**src/rtl/rl_pkg.sv**
```systemverilog
// rl_pkg: definitions shared by the grid-world step sequencer and the policy unit.
//   STATE_W / REWARD_W / ACT_W : grid state, reward and action widths
//   act_t                      : action encodings (up/down/left/right)
//   seq_state_t                : step sequencer FSM states
//   sat_add                    : signed saturating add on reward-width values
package rl_pkg;

    localparam int STATE_W  = 8;
    localparam int REWARD_W = 16;
    localparam int ACT_W    = 2;

    typedef enum logic [ACT_W-1:0] {
        ACT_UP    = 2'd0,
        ACT_DOWN  = 2'd1,
        ACT_LEFT  = 2'd2,
        ACT_RIGHT = 2'd3
    } act_t;

    typedef enum logic [2:0] {
        S_IDLE,
        S_WAIT_ACT,
        S_EVAL,
        S_SAMPLE,
        S_EMIT,
        S_EP_RST
    } seq_state_t;

    // One extra bit catches overflow; a sign disagreement between the two top
    // bits means the true sum left the representable range.
    function automatic logic signed [REWARD_W-1:0] sat_add(
        input logic signed [REWARD_W-1:0] a,
        input logic signed [REWARD_W-1:0] b
    );
        logic signed [REWARD_W:0] s;
        s = {a[REWARD_W-1], a} + {b[REWARD_W-1], b};
        if (s[REWARD_W] != s[REWARD_W-1]) begin
            return s[REWARD_W] ? {1'b1, {(REWARD_W-1){1'b0}}}
                               : {1'b0, {(REWARD_W-1){1'b1}}};
        end
        return s[REWARD_W-1:0];
    endfunction

endpackage

```
**src/rtl/rl_grid_step.sv**
```systemverilog
// rl_grid_step: combinational grid-world move on a 16x16 grid, state = {row, col}.
// A move that would leave the grid clamps (state unchanged).
//   state      in  8 : current state
//   act        in  2 : action (up/down/left/right)
//   next_state out 8 : resulting state
module rl_grid_step
    import rl_pkg::*;
(
    input  logic [STATE_W-1:0] state,
    input  logic [ACT_W-1:0]   act,
    output logic [STATE_W-1:0] next_state
);

    logic [3:0] row;
    logic [3:0] col;

    always_comb begin
        row        = state[7:4];
        col        = state[3:0];
        next_state = state;
        case (act)
            ACT_UP:    if (row != 4'd0)  next_state = {row - 4'd1, col};
            ACT_DOWN:  if (row != 4'hF)  next_state = {row + 4'd1, col};
            ACT_LEFT:  if (col != 4'd0)  next_state = {row, col - 4'd1};
            ACT_RIGHT: if (col != 4'hF)  next_state = {row, col + 4'd1};
            default:   next_state = state;
        endcase
    end

endmodule

```
**src/rtl/rl_step_sequencer.sv**
```systemverilog
// rl_step_sequencer: takes actions from the policy, drives the reward module with
// current/next state, captures its reward and emits one (s, a, r, s') record per
// step. Counts steps and episodes and pulses the reward module's state reset at
// every episode boundary.
// Optional episode reward accumulator: define RL_SEQ_EP_REWARD_EN.
//   clk, rst (sync, active high)
//   start, start_state       : run start (IDLE only) / initial state of every episode
//   act_valid/act_ready/act  : action handshake from policy
//   cur_state, nxt_state     : to reward module
//   state_rst                : reward module state reset, one cycle per episode end
//   reward_in                : reward from reward module
//   tr_valid/tr_ready, tr_state/tr_action/tr_reward/tr_next/tr_last : transition out
//   step_cnt, ep_cnt         : steps in current episode, completed episodes
//   busy, done               : run status
//   ep_reward                : saturating episode reward sum (0 when not built)
module rl_step_sequencer
    import rl_pkg::*;
#(
    parameter int                  MAX_STEPS  = 64,
    parameter int                  N_EPISODES = 256,
    parameter logic [STATE_W-1:0]  GOAL_STATE = 8'hFF
) (
    input  logic                       clk,
    input  logic                       rst,
    input  logic                       start,
    input  logic [STATE_W-1:0]         start_state,
    input  logic                       act_valid,
    output logic                       act_ready,
    input  logic [ACT_W-1:0]           act,
    output logic [STATE_W-1:0]         cur_state,
    output logic [STATE_W-1:0]         nxt_state,
    output logic                       state_rst,
    input  logic signed [REWARD_W-1:0] reward_in,
    output logic                       tr_valid,
    input  logic                       tr_ready,
    output logic [STATE_W-1:0]         tr_state,
    output logic [ACT_W-1:0]           tr_action,
    output logic signed [REWARD_W-1:0] tr_reward,
    output logic [STATE_W-1:0]         tr_next,
    output logic                       tr_last,
    output logic [7:0]                 step_cnt,
    output logic [15:0]                ep_cnt,
    output logic                       busy,
    output logic                       done,
    output logic signed [REWARD_W-1:0] ep_reward
);

    localparam logic [8:0]  MAX_STEPS_L  = 9'(MAX_STEPS);
    localparam logic [16:0] N_EPISODES_L = 17'(N_EPISODES);

    seq_state_t         state;
    logic [ACT_W-1:0]   act_q;
    logic [STATE_W-1:0] step_next;
    logic [8:0]         step_inc;
    logic [16:0]        ep_inc;

    rl_grid_step u_grid_step (
        .state      (cur_state),
        .act        (act),
        .next_state (step_next)
    );

    assign step_inc = {1'b0, step_cnt} + 9'd1;
    assign ep_inc   = {1'b0, ep_cnt} + 17'd1;

    // nxt_state is only advanced ahead of cur_state between action accept and
    // the transition handshake; every other cur_state update also loads nxt_state.
    always_ff @(posedge clk) begin
        if (rst) begin
            state     <= S_IDLE;
            act_q     <= '0;
            act_ready <= 1'b0;
            cur_state <= '0;
            nxt_state <= '0;
            state_rst <= 1'b0;
            tr_valid  <= 1'b0;
            tr_state  <= '0;
            tr_action <= '0;
            tr_reward <= '0;
            tr_next   <= '0;
            tr_last   <= 1'b0;
            step_cnt  <= '0;
            ep_cnt    <= '0;
            busy      <= 1'b0;
            done      <= 1'b0;
        end else begin
            state_rst <= 1'b0;
            case (state)
                S_IDLE: begin
                    if (start) begin
                        cur_state <= start_state;
                        nxt_state <= start_state;
                        step_cnt  <= '0;
                        ep_cnt    <= '0;
                        done      <= 1'b0;
                        busy      <= 1'b1;
                        act_ready <= 1'b1;
                        state     <= S_WAIT_ACT;
                    end
                end
                S_WAIT_ACT: begin
                    if (act_valid) begin
                        act_q     <= act;
                        nxt_state <= step_next;
                        act_ready <= 1'b0;
                        state     <= S_EVAL;
                    end
                end
                S_EVAL: begin
                    state <= S_SAMPLE;
                end
                S_SAMPLE: begin
                    tr_state  <= cur_state;
                    tr_action <= act_q;
                    tr_reward <= reward_in;
                    tr_next   <= nxt_state;
                    tr_last   <= (nxt_state == GOAL_STATE) || (step_inc == MAX_STEPS_L);
                    tr_valid  <= 1'b1;
                    state     <= S_EMIT;
                end
                S_EMIT: begin
                    if (tr_ready) begin
                        tr_valid  <= 1'b0;
                        cur_state <= nxt_state;
                        step_cnt  <= step_inc[7:0];
                        if (tr_last) begin
                            state_rst <= 1'b1;
                            state     <= S_EP_RST;
                        end else begin
                            act_ready <= 1'b1;
                            state     <= S_WAIT_ACT;
                        end
                    end
                end
                S_EP_RST: begin
                    cur_state <= start_state;
                    nxt_state <= start_state;
                    step_cnt  <= '0;
                    ep_cnt    <= ep_inc[15:0];
                    if (ep_inc == N_EPISODES_L) begin
                        done  <= 1'b1;
                        busy  <= 1'b0;
                        state <= S_IDLE;
                    end else begin
                        act_ready <= 1'b1;
                        state     <= S_WAIT_ACT;
                    end
                end
                default: begin
                    state <= S_IDLE;
                end
            endcase
        end
    end

`ifdef RL_SEQ_EP_REWARD_EN
    always_ff @(posedge clk) begin
        if (rst) begin
            ep_reward <= '0;
        end else if ((state == S_IDLE && start) || state == S_EP_RST) begin
            ep_reward <= '0;
        end else if (state == S_EMIT && tr_ready) begin
            ep_reward <= sat_add(ep_reward, tr_reward);
        end
    end
`else
    assign ep_reward = '0;
`endif

endmodule

```
**config.mk**
```make
export PLATFORM = sky130hd
export DESIGN_NAME = rl_step_sequencer
export DESIGN_NICKNAME = d
export VERILOG_FILES = /design/src/rtl/rl_pkg.sv /design/src/rtl/rl_grid_step.sv /design/src/rtl/rl_step_sequencer.sv
export SDC_FILE = /design/constraint.sdc
export NUM_CORES = 1
export LEC_CHECK = 0
export CORE_MARGIN = 1
export CORE_UTILIZATION = 30
export DETAILED_ROUTE_END_ITERATION = 8
export SLEW_MARGIN = 30
export SYNTH_ARGS = -nofsm -noshare
export SYNTH_HDL_FRONTEND = slang
export SYNTH_SLANG_ARGS = --single-unit
```
**constraint.sdc**
```tcl
create_clock -name clk -period 2.3 [get_ports clk]
set_clock_uncertainty 0.2 [all_clocks]
set_input_delay 0.345 -clock clk [delete_from_list [all_inputs] [get_ports clk]]
set_output_delay 0.345 -clock clk [all_outputs]
set_load 0.03 [all_outputs]
```
=== Word level (Yosys, flattened, before mapping) ===
Index checks and enable logic that the tools add are counted.

* Register bits: 85
* Bits of input ports: 31
* Output and inout bits: 96
* Word-level logic and storage cells: 97

* Add/sub/neg operators: 6
* Equal/unequal tests: 19
* Multiplexer cells: 35
* Bitwise gates (word level): 2
* Reduce and logical (&&, ||, !) cells: 19

{| class="wikitable"
|+ Operators by type and width
! cell !! number
|-
| case mux 8 bit (3 select lines) || 3
|-
| two-way mux 8 bit || 7
|-
| case mux 16 bit (2 select lines) || 1
|-
| case mux 8 bit (4 select lines) || 1
|-
| case mux 3 bit (6 select lines) || 1
|-
| adder 16 x 1 -> 17 bit, second input constant || 1
|-
| == test 17 x 9 -> 1 bit, second input constant || 1
|-
| two-way mux 16 bit || 1
|-
| two-way mux 3 bit || 4
|-
| inequality test 2 bit, second input constant || 6
|-
| AND reduction 3 bit || 4
|-
| nonzero test 4 bit || 3
|-
| two-way mux 1 bit || 11
|-
| adder 8 x 1 -> 9 bit, second input constant || 1
|-
| == test 9 x 7 -> 1 bit, second input constant || 1
|-
| adder 4 x 1 -> 4 bit, second input constant || 2
|-
| == test 8 bit, second input constant || 1
|-
| two-way mux 4 bit || 2
|-
| inequality test 4 bit, second input constant || 2
|-
| subtractor 4 x 1 -> 4 bit, second input constant || 2
|-
| == test 3 x 2 -> 1 bit, second input constant || 2
|-
| == test 3 bit, second input constant || 2
|-
| case mux 1 bit (2 select lines) || 3
|-
| AND reduction 2 bit || 3
|-
| other kinds (12) || 16
|}

=== Longest topological paths before layout ===
* Depth in word-level cells: 5
* Depth in mapped cells: 9
* Depth with buffers taken out: 8

=== Cells and area by module ===
A second synthesis with hierarchy kept.

* Cell total of the unflattened synthesis: 572
* Area total of the unflattened synthesis: 4596.9 um2

{| class="wikitable"
|+ Modules (own cells, without submodules)
! module !! times used !! cells an instance !! area an instance (um2) !! sequential area each (um2)
|-
| rl_step_sequencer || 1 || 503 || 4080.2 || 1701.6
|-
| rl_grid_step || 1 || 69 || 516.7 || 0.0
|}

=== Worst setup path after synthesis ===
OpenSTA, ideal clock, no wires.

* Path kind: flip-flop to flip-flop
* From: register ep_cnt[0]
* To: register busy
* Library setup time: 0.137 ns
* Arrival time: 2.164 ns
* Required time: 1.963 ns
* Slack: -0.201 ns
* Stages on the path, launching flop included: 9
* Clock period less this slack: 2.501 ns
* Path through: dfxtp_1 > ha_1 > clkbuf_1 > and4_1 > xnor2_1 > a31o_2 > nand4_1 > nor4_2 > a211oi_1

* Word-level cells in the longest chain between the ends: 4

{| class="wikitable"
|+ Ends and longest elaborated chain
! what !! line !! RTL
|-
| from (decl) || rl_step_sequencer.sv:42 || <nowiki>output logic [15:0] ep_cnt,</nowiki>
|-
| from (signal assigned) || rl_step_sequencer.sv:139 || <nowiki>ep_cnt <= ep_inc[15:0];</nowiki>
|-
| adder 16 x 1 -> 17 bit || rl_step_sequencer.sv:64 || <nowiki>assign ep_inc = {1'b0, ep_cnt} + 17'd1;</nowiki>
|-
| == test 17 x 9 -> 1 bit || rl_step_sequencer.sv:140 || <nowiki>if (ep_inc == N_EPISODES_L) begin</nowiki>
|-
| inequality test 2 bit (no source line) || n/a ||
|-
| AND reduction 3 bit (no source line) || n/a ||
|-
| to (signal assigned) || rl_step_sequencer.sv:84 || <nowiki>busy <= 1'b0;</nowiki>
|-
| to (signal assigned) || rl_step_sequencer.sv:96 || <nowiki>busy <= 1'b1;</nowiki>
|-
| to (signal assigned) || rl_step_sequencer.sv:142 || <nowiki>busy <= 1'b0;</nowiki>
|-
| to (decl) || rl_step_sequencer.sv:43 || <nowiki>output logic busy,</nowiki>
|}

No other way between the ends.
A chain may end at the register's enable or synchronous reset.

=== Final worst setup path ===
* From: register ep_cnt[0]
* To: register state[0]

* Word-level cells in the longest chain between the ends: 4

{| class="wikitable"
|+ Ends and longest elaborated chain
! what !! line !! RTL
|-
| adder 16 x 1 -> 17 bit || rl_step_sequencer.sv:64 ||
|-
| == test 17 x 9 -> 1 bit || rl_step_sequencer.sv:140 ||
|-
| two-way mux 1 bit || rl_step_sequencer.sv:140 ||
|-
| case mux 3 bit (6 select lines) || rl_step_sequencer.sv:88 || <nowiki>case (state)</nowiki>
|-
| to (signal assigned) || rl_step_sequencer.sv:70 || <nowiki>state <= S_IDLE;</nowiki>
|-
| to (signal assigned) || rl_step_sequencer.sv:143 || <nowiki>state <= S_IDLE;</nowiki>
|-
| to (signal assigned) || rl_step_sequencer.sv:146 || <nowiki>state <= S_WAIT_ACT;</nowiki>
|-
| to (decl) || rl_step_sequencer.sv:51 || <nowiki>seq_state_t state;</nowiki>
|}

No other way between the ends.

==> impl_metrics.py <==
metrics = {
    "power_and_ir_drop": {
        "power.share.clock_pct": 37.2,
        "combPwrFrac_pct": 20.3,
        "netSwitchingPower_mw": 1.102,
        "p_int_mw": 2.584,
        "power_frac_seq_pct": 42.5,
        "switching_share_pct": 29.90,
        "peakVddDrop_v": 0.0002995,
        "leakagePower_nw": 2.243,
        "p_per_area_nw_per_um2": 589.2,
        "power_mw": 3.687,
    },
    "global_routing": {
        "grt_pass1_wl_um": 20730,
        "grt_pass1_vias": 4209,
        "track_usage_pct": 17.34,
        "globalRoute.totalOverflow": 0,
        "antenna_found_initial": 0,
        "grt_max_degree": 54,
    },
    "cells_and_area": {
        "multi_input_area_sq_um": 2480,
        "num-nets-final": 749,
        "n_antenna_cell": 0,
        "seqCellArea_sq_um": 1713,
        "nFillCells": 1449,
        "area_growth_pct": 40.64,
        "fin_cells": 900,
        "drive_above_1_share_pct": 13.13,
        "final_cell_area_sq_um": 6257,
    },
    "logic_synthesis": {
        "ys_warn_count": 0,
        "synth.top_cells.by_area": "dfxtp_1 (38%), a21oi_1 (9.0%), nand2_1 (8.3%)",
        "async_flop_share_pct": 0,
        "ys_seq_area_share_pct": 38.25,
        "postSynthAreaPerCell_sq_um": 7.645,
        "syn_inst": 582,
        "synth-main-ff-cell": "dfxtp_1",
        "synth_top_area_cell": "dfxtp_1",
        "synth_area_sq_um": 4449,
        "synth.top_cell.area_share_pct": 38.25,
        "ys_ff_latch": 85,
        "synth_edf_count": 0,
        "synth_cell_types": 63,
    },
    "route": {
        "num_vias": 4550,
        "finalWirelength_um": 12830,
        "wl_per_cell_um": 14.26,
        "first_pass_iters": 5,
        "via_per_inst": 5.056,
        "ant_nets": 0,
        "drt_iter0_markers": 270,
        "drc": 0,
    },
    "floorplan": {
        "num_io_pins": 127,
        "rows": 44,
        "design.die.area_sq_um": 15320,
        "die_x_um": 123.8,
        "core_region_area_sq_um": 14480,
        "die_h_um": 123.8,
        "start_util_pct": 30.73,
    },
    "placed_design": {
        "port_buffers": 110,
        "place.detailed.hpwl_um": 9384,
        "dp_cells": 884,
        "placed_area_sq_um": 5954,
        "place_congestion": 0.8527,
    },
    "timing": {
        "setup_viol": 0,
        "worst_pin_slew_ns": 0.5367,
        "rsz0062_at_grt": "yes",
        "finalMaxSlewViolations": 0,
        "hold_viol": 0,
        "finalSetupTns_ns": 0,
        "max_freq_mhz": 463.1,
        "finalCritPeriodShare_pct": 93.89,
        "period_minus_slack_ns": 2.160,
        "slew_headroom_pct": 63.29,
        "worst_hold_slack_ns": 0.2161,
    },
    "worst_setup_path": {
        "cp_top_family": "simple AND/OR/NAND/NOR gates",
        "crit_slowest_cell": "dfxtp_4",
        "critical_path_required_ns": 2.31,
        "critPathCaptureType": "flop",
        "criticalPathCategory": "reg2reg",
        "critPathMaxFanout": 9,
        "crit_chain": "ha_1 -> and4_1 -> xnor2_1 -> a31o_2 -> nand4_1 -> nor4_4 -> a31oi_1",
        "worstPathBufferInverterCount": 0,
        "max_stage_delay_ns": 0.39,
        "critPathLaunchType": "flop",
        "crit_arrival_ns": 2.17,
    },
    "worst_hold_path": {
        "hold_class": "in2reg",
    },
    "cts": {
        "cts_setup_buffers": 0,
        "clk_pin_slew_worst_paths_ns": 0.07,
        "clkLatencyLatePin_ns": 0.34,
        "hold_buffers": 0,
        "htreeDepth": 3,
        "tritoncts": "yes",
        "cts_root_buf": "clkbuf_16",
        "cts_sinks": 85,
        "cts_buffers": 9,
        "cts_buffer_depth": 2,
    },
    "job": {
        "drv_cap": 0,
    },
    "run_status": {
        "outcome": "complete, no violations",
    },
}
[final timing paths]
check | startpoint | endpoint | slack [ns] | cells after the start
hold / removal | rst | state[2]$_SDFFE_PP0P_ | 0.22 | 4
setup / recovery | ep_cnt[0]$_SDFFE_PP0P_ | state[0]$_SDFFE_PP0P_ | 0.14 | 7
hold reg to reg | act_q[0]$_SDFFE_PP0P_ | tr_action[0]$_SDFFE_PP0P_ | 0.25 | 2
setup reg to reg | ep_cnt[0]$_SDFFE_PP0P_ | state[0]$_SDFFE_PP0P_ | 0.14 | 7
[power by group through the flow]
stage | combinational, mW | sequential [mW] | clock, mW
6_report | 0.747 | 1.57 | 1.37
5_1_grt | 0.818 | 1.57 | 1.49
4_1_cts | 0.746 | 1.57 | 1.42
3_5_place_dp | 0.743 | 1.60 | 0
3_3_place_gp | 0.738 | 1.60 | 0
2_1_floorplan | 0.350 | 1.68 | 0
[layout by cell type (no fill, tap or decap), types with 6 or more instances in the layout]
master and n:
buf_4 51, conb_1 16, inv_1 11, mux2i_1 9
ha_1 7, a21oi_1 80, clkbuf_16 9, dfxtp_1 80
nor3_1 12, xnor2_1 8, nand3_1 19, nand4_1 6
nand2_1 97, o21ai_0 24, a211o_1 6, clkdlybuf4s50_1 109
nor2_1 53, a211oi_1 12
[cells by family after synthesis]
group	share of synthesized area, %
AOI/OAI and AO/OA	22.44
muxes	2.278
DFF	38.25
xor gates and xnor gates	1.575
and+or+nand+nor	25.51
other	0.08428
buffers and inverters	7.902
adders and majority gates	1.968
[flip-flops by register name (all words and copies together), names as in the netlist, 2 cells and up]
name / count
act_q: 2
cur_state: 8
ep_cnt: 16
nxt_state: 8
state: 3
step_cnt: 8
tr_action: 2
tr_next: 8
tr_reward: 16
tr_state: 8
[routing by layer]
| metal | GRT usage, % | up-vias | routed length [um] |
|---|---|---|---|
| li1 | - | 2283 | - |
| met1 | 22.26 | 2123 | 5830 |
| met2 | 28.16 | 128 | 6054 |
| met3 | 3.571 | 16 | 738 |
| met4 | 7.154 | 0 | 207 |
| met5 | 0 | - | 0 |
[tightest hold or removal path: stages]
cell	delay [ns]
buf_2	0.12
a21o_1	0.11
buf_4	0.11
nor2_1	0.03
[Yosys cell counts, drive strengths merged (6+ instances only)]
cell,number
nand2,99
dfxtp,85
a21oi,81
nor2,53
clkbuf,31
buf,29
o21ai,24
nand3,19
a211oi,12
nor3,12
inv,11
mux2i,9
xnor2,8
ha,7
a211o,6
nand4,6
[through the flow]
step                utilization [%]  setup slack [ns]
floorplan                         -          0.008831
global placement              41.13          -0.07666
detailed placement            41.13           -0.1109
CTS                           43.02           0.09584
global route                  43.22          -0.02381
finish                        43.22            0.1405
[repair_timing]
action | in CTS | in global routing
resized for setup | 0 | 6
setup endpoints to repair | 0 | 7
hold endpoints to repair | 0 | 0
[layout make-up]
class | instances | area share (%)
clock buffer | 10 | 3.659
clock inverter | 6 | 0.7199
inverter | 11 | 0.6599
multi-input combinational | 441 | 39.63
sequential | 85 | 27.37
tap | 184 | 3.679
timing repair buffer | 163 | 24.28
No activity file was read; power rests on OpenSTA's default activity.
